<file path="src/rtl/yuv444_to_yuv422_pkg.sv">
// Shared video definitions for the YUV 4:4:4 -> 4:2:2 stage and its neighbours.
package yuv444_to_yuv422_pkg;

  localparam int YUV422_LATENCY = 2;
  localparam int CHROMA_AVG     = 0;
  localparam int CHROMA_DEC     = 1;
  localparam logic [7:0] NEUTRAL_C = 8'h80;

  typedef struct packed {
    logic vs;
    logic hs;
    logic de;
  } sync_t;

endpackage

</file>
<file path="src/rtl/yuv444_to_yuv422_sync_delay.sv">
// N-stage shift register for {vs, hs, de}; every stage is exposed so callers can tap mid-pipeline.
module video_sync_delay
  import yuv444_to_yuv422_pkg::*;
#(
  parameter int STAGES = 2
) (
  input  logic                     clk,
  input  logic                     rst,
  input  sync_t                    sync_in,
  output sync_t [STAGES-1:0]       taps
);

  always_ff @(posedge clk or posedge rst) begin
    if (rst) begin
      taps <= '0;
    end else begin
      taps[0] <= sync_in;
      for (int i = 1; i < STAGES; i++) begin
        taps[i] <= taps[i-1];
      end
    end
  end

endmodule

</file>
<file path="src/rtl/yuv444_to_yuv422.sv">
// Converts per-pixel YUV 4:4:4 into a 16-bit {Y, C} 4:2:2 stream with aligned sync,
// and reports the length of each completed line plus a sticky odd-length flag.
module yuv444_to_yuv422
  import yuv444_to_yuv422_pkg::*;
#(
  parameter int CHROMA_MODE = CHROMA_AVG,
  parameter int CB_FIRST    = 1,
  parameter int LINE_W      = 12
) (
  input  logic              clk,
  input  logic              rst,
  input  logic [7:0]        y_in,
  input  logic [7:0]        u_in,
  input  logic [7:0]        v_in,
  input  logic              vs_in,
  input  logic              hs_in,
  input  logic              de_in,
  output logic [15:0]       yc_out,
  output logic              vs_out,
  output logic              hs_out,
  output logic              de_out,
  output logic [LINE_W-1:0] line_len,
  output logic              odd_line_err
);

  function automatic logic [7:0] avg_round(input logic [7:0] a, input logic [7:0] b);
    logic [8:0] sum;
    sum = {1'b0, a} + {1'b0, b} + 9'd1;
    return sum[8:1];
  endfunction

  sync_t                sync_in;
  sync_t [2:0]          sync_taps;
  logic                 vld_p1, vld_p2, vs_p2;
  logic [7:0]           y_p1, u_p1, v_p1;
  logic [7:0]           y_p2, u_p2, v_p2;
  logic                 phase;
  logic [7:0]           c_hold;
  logic [LINE_W-1:0]    line_cnt;
  logic [7:0]           cu, cv, c_first, c_second, c_sel;

  assign sync_in = {vs_in, hs_in, de_in};

  // Stage taps: [0] = s1, [1] = s2, [2] = output register.
  video_sync_delay #(.STAGES(YUV422_LATENCY + 1)) u_sync_delay (
    .clk     (clk),
    .rst     (rst),
    .sync_in (sync_in),
    .taps    (sync_taps)
  );

  assign vld_p1 = sync_taps[0].de;
  assign vld_p2 = sync_taps[1].de;
  assign vs_p2  = sync_taps[1].vs;
  assign vs_out = sync_taps[2].vs;
  assign hs_out = sync_taps[2].hs;
  assign de_out = sync_taps[2].de;

  // ---- s1 / s2 pixel stages
  always_ff @(posedge clk or posedge rst) begin
    if (rst) begin
      y_p1 <= '0;
      u_p1 <= '0;
      v_p1 <= '0;
      y_p2 <= '0;
      u_p2 <= '0;
      v_p2 <= '0;
    end else begin
      y_p1 <= y_in;
      u_p1 <= u_in;
      v_p1 <= v_in;
      y_p2 <= y_p1;
      u_p2 <= u_p1;
      v_p2 <= v_p1;
    end
  end

  // The partner of an even pixel sits in s1; without it the pixel keeps its own chroma.
  always_comb begin
    cu = u_p2;
    cv = v_p2;
    if (CHROMA_MODE == CHROMA_AVG && vld_p1) begin
      cu = avg_round(u_p2, u_p1);
      cv = avg_round(v_p2, v_p1);
    end
    c_first  = (CB_FIRST != 0) ? cu : cv;
    c_second = (CB_FIRST != 0) ? cv : cu;
    c_sel    = phase ? c_hold : c_first;
  end

  // ---- output stage, phase tracking and line statistics
  always_ff @(posedge clk or posedge rst) begin
    if (rst) begin
      yc_out       <= '0;
      phase        <= 1'b0;
      c_hold       <= '0;
      line_cnt     <= '0;
      line_len     <= '0;
      odd_line_err <= 1'b0;
    end else begin
      yc_out <= vld_p2 ? {y_p2, c_sel} : {8'h00, NEUTRAL_C};

      if (vld_p2) begin
        phase <= ~phase;
        if (!phase) begin
          c_hold <= c_second;
        end
      end else begin
        phase <= 1'b0;
      end

      if (vld_p2) begin
        if (line_cnt != '1) begin
          line_cnt <= line_cnt + 1'b1;
        end
      end else if (de_out) begin
        line_len <= line_cnt;
        line_cnt <= '0;
      end

      // Setting beats clearing when a frame starts on the same cycle an odd line closes.
      if (de_out && !vld_p2 && line_cnt[0]) begin
        odd_line_err <= 1'b1;
      end else if (vs_p2 && !vs_out) begin
        odd_line_err <= 1'b0;
      end
    end
  end

endmodule

</file>
<file path="config.mk">
export PLATFORM = sky130hd
export DESIGN_NAME = yuv444_to_yuv422
export DESIGN_NICKNAME = d
export VERILOG_FILES = /design/src/rtl/yuv444_to_yuv422_pkg.sv /design/src/rtl/yuv444_to_yuv422_sync_delay.sv /design/src/rtl/yuv444_to_yuv422.sv
export SDC_FILE = /design/constraint.sdc
export NUM_CORES = 1
export LEC_CHECK = 0
export BUFFER_PORTS_ARGS = -buffer_cell sky130_fd_sc_hd__buf_2
export CORE_MARGIN = 2
export CORE_UTILIZATION = 45
export CTS_CLUSTER_SIZE = 8
export DETAILED_ROUTE_END_ITERATION = 6
export GPL_ROUTABILITY_DRIVEN = 0
export GPL_TIMING_DRIVEN = 0
export PLACE_DENSITY = 0.69
export SLEW_MARGIN = 25
export SYNTH_ARGS = -nofsm -noshare
export SYNTH_HDL_FRONTEND = slang
export SYNTH_SLANG_ARGS = --single-unit
</file>
<file path="constraint.sdc">
create_clock -name clk -period 5.8 [get_ports clk]
set_input_delay 0.87 -clock clk [delete_from_list [all_inputs] [get_ports clk]]
set_output_delay 0.87 -clock clk [all_outputs]
set_load 0.05 [all_outputs]
</file>
==> flow_summary.toml <==
[clocking]
cts.sinks = 107
cts_tree = "done"
cts_buffers = 9
ctsResizeCount = 0
post_cts.repair.setup_buffers = 0
hold_buffers = 0
root_buffer = "clkbuf_8"
clkTransAtPathRegs_ps = 110
cts_buffer_depth = 2
insertion_delay_ps = 370
htree_levels = 3

[die]
initial_core_util_pct = 46.3
placementRows = 35
die_area_um2 = 10300
die_x_um = 101
ioPinCount = 61
die_h_um = 101
design.core.area_um2 = 9200

[setup_path]
r2r_cells = 7
worstPathArrival_ps = 2530
cp-end-kind = "flip-flop"
cp-start-kind = "flip-flop"
worstPathRequired_ps = 6090
crit_fanout = 3
path_class = "flip-flop to flip-flop"

[drt]
wl_um = 7420
drt_iter0_drc = 93
first_pass_iters = 4
ant_nets = 0
drc = 0
vias = 2820
via_per_inst = 5.13
wl_per_cell_um = 13.5

[timing]
setup_tns_ps = 0
hold_viol = 0
fmax_mhz = 446
final_max_slew_viol_count = 0
skew_ps = 13.5
max_slew_margin_pct = 68.5
setup_viol = 0
worst_pin_slew_ps = 473
rsz0062_at_grt = "no"
hold_ws_ps = 352
layout_worst_path_cycle_share_pct = 38.6
period_minus_slack_ps = 2240

[grt]
grt_max_degree = 61
antenna_found_initial = 0
grt_pass1_wl_um = 12700
grt_pass1_vias = 2756
overflow = 0
grt_use_total_pct = 15.7

[synthesis]
synthesis.area_um2 = 4260
ys_types = 48
ys.flop_type = "dfrtp_1"
synth-edff-count = 0
ys_seq_area_share_pct = 62.9
synth_nets = 408
yosys_warnings = 0
synth_async_sr_flop_share_pct = 100
postSynthCellCount = 362
avgSynthCellArea_um2 = 11.8
ys_ff_latch = 107

[pwr]
p_seq_share_pct = 54.1
p_leak_nw = 2.46
power_density_nw_per_um2 = 312
switchingPower_mw = 0.451
p_clk_share_pct = 30.4
intPower_mw = 1.09
p_sw_share_pct = 29.3
power_frac_comb_pct = 15.6
max-vdd-ir-drop_mv = 0.123
p_total_mw = 1.54

[placement]
port_buffers = 60
dp.cells = 534
dp_hpwl_um = 5350

[hold_path]
worstHoldPathCells = 0
hp-class = "flip-flop to flip-flop"

[outcome]
outcome = "finished clean"

[finish]
syn2layout_area_growth_pct = 15.9
antennaDiodeCount = 0
final_cells = 550
finish.net_count = 480
drive_above_1_share_pct = 20.7

[job]
maxCapViolCount = 0
==> cells by family (layout without fill, tap and decap cells) <==
group / after synthesis / count (layout) / synth area share [%]
AO/OA/AOI/OAI: 73 / 73 / 11.0
XOR/XNOR: 9 / 9 / 1.85
adder cells (fa/ha/maj): 17 / 17 / 5.35
buffers and inverters: 23 / 100 / 2.32
flip-flops: 107 / 107 / 62.9
multiplexers: 11 / 11 / 2.64
AND/OR/NAND/NOR: 122 / 122 / 14.0
==> cell type report <==
| type | instances | area, um^2 |
|---|---|---|
| clock inverters | 6 | 78.8 |
| flip-flops and latches | 107 | 2680 |
| repair buffers | 61 | 328 |
| clock buffers | 10 | 128 |
| fillers | 812 | 4260 |
| inverters | 9 | 38.8 |
| well taps | 111 | 139 |
| multi-input cells | 232 | 1480 |
| plain buffers | 14 | 65.1 |
==> worst paths after layout <==
check                                          end  slack [ps]         startpoint
setup reg to reg               yc_out[5]$_DFF_PP0_        3560  u_p2[0]$_DFF_PP0_
hold reg to reg                  y_p2[6]$_DFF_PP0_         350  y_p1[6]$_DFF_PP0_
setup / recovery               yc_out[5]$_DFF_PP0_        3560  u_p2[0]$_DFF_PP0_
min in group asynchronous  line_len[1]$_DFFE_PP0P_         520                rst
hold / removal                   y_p2[6]$_DFF_PP0_         350  y_p1[6]$_DFF_PP0_
max in group asynchronous        v_p2[6]$_DFF_PP0_        4660                rst
==> layout by cell type (no fill, tap or decap), types with 3 or more instances in the layout <==
master | synthesis | final
a211oi_1 | 3 | 3
a21o_1 | 8 | 8
a21oi_1 | 15 | 15
a31oi_1 | 6 | 6
and2_1 | 9 | 9
and3_1 | 3 | 3
buf_2 | 4 | 64
clkbuf_1 | 7 | 8
clkbuf_8 | 0 | 9
dfrtp_1 | 107 | 107
ha_1 | 15 | 15
inv_1 | 7 | 6
inv_6 | 0 | 3
mux2i_1 | 9 | 9
nand2_1 | 58 | 58
nand3_1 | 9 | 9
nand3b_1 | 3 | 3
nor2_1 | 15 | 15
nor3_1 | 6 | 6
nor3b_1 | 4 | 4
o211ai_1 | 3 | 3
o21ai_0 | 11 | 11
o21ai_1 | 14 | 14
o21bai_1 | 3 | 3
o31ai_1 | 4 | 4
xnor2_1 | 4 | 4
xor2_1 | 5 | 5
==> synth_stat cells, types with 2 or more instances <==
cell        n  area share [%]
a211oi_1    3            0.53
a21o_1      8             1.4
a21oi_1    15             1.8
a31oi_1     6            0.88
and2_1      9             1.3
and3_1      3            0.44
buf_1       2            0.18
buf_2       4            0.47
clkbuf_1    7            0.62
dfrtp_1   107              63
fa_1        2            0.94
ha_1       15             4.4
inv_1       7            0.62
inv_2       2            0.18
mux2_1      2            0.53
mux2i_1     9             2.1
nand2_1    58             5.1
nand3_1     9             1.1
nand3b_1    3            0.53
nand4_1     2            0.29
nor2_1     15             1.3
nor2b_1     2            0.29
nor3_1      6            0.71
nor3b_1     4            0.71
o211ai_1    3            0.53
o21ai_0    11             1.3
o21ai_1    14             1.6
o21bai_1    3            0.53
o31ai_1     4            0.71
or2_2       2            0.29
xnor2_1     4            0.82
xor2_1      5             1.0
==> state kept, by name (all words and copies together), names as in the netlist, 8 cells and up <==
name	cells
c_hold	8
line_cnt	12
line_len	12
u_p1	8
u_p2	8
u_sync_delay.taps	9
v_p1	8
v_p2	8
y_p1	8
y_p2	8
yc_out	16
==> critical path: stages (launching register included) <==
cell      delay [ps]
dfrtp_1          400
or2_2            300
fa_1             420
a211oi_1         260
o21bai_1         100
a21o_1           200
mux2_1           310
nor3_1           170
==> layer usage <==
metal / wire [um] / GRT usage, %
met5: 0 / 0
met4: 122 / 6.03
met3: 247 / 2.90
met2: 3710 / 26.6
met1: 3340 / 20.1
==> power groups by stage <==
stage	clock network [mW]	logic, mW	registers, mW
detailed placement	0	0.242	0.847
global placement	0	0.234	0.845
CTS	0.483	0.243	0.833
global route	0.516	0.265	0.840
finish	0.467	0.239	0.832
floorplan	0	0.119	0.903
==> through the flow <==
step | util, % | worst slack [ps] | area [um^2]
CTS | 53.7 | 3540 | 4940
global route | 53.7 | 3430 | 4940
detailed placement | 51.4 | 3570 | 4730
global placement | 51.1 | 1050 | 4700
floorplan | - | 2110 | 4260
finish | 53.7 | 3560 | 4940
No activity file was read; power rests on OpenSTA's default activity.
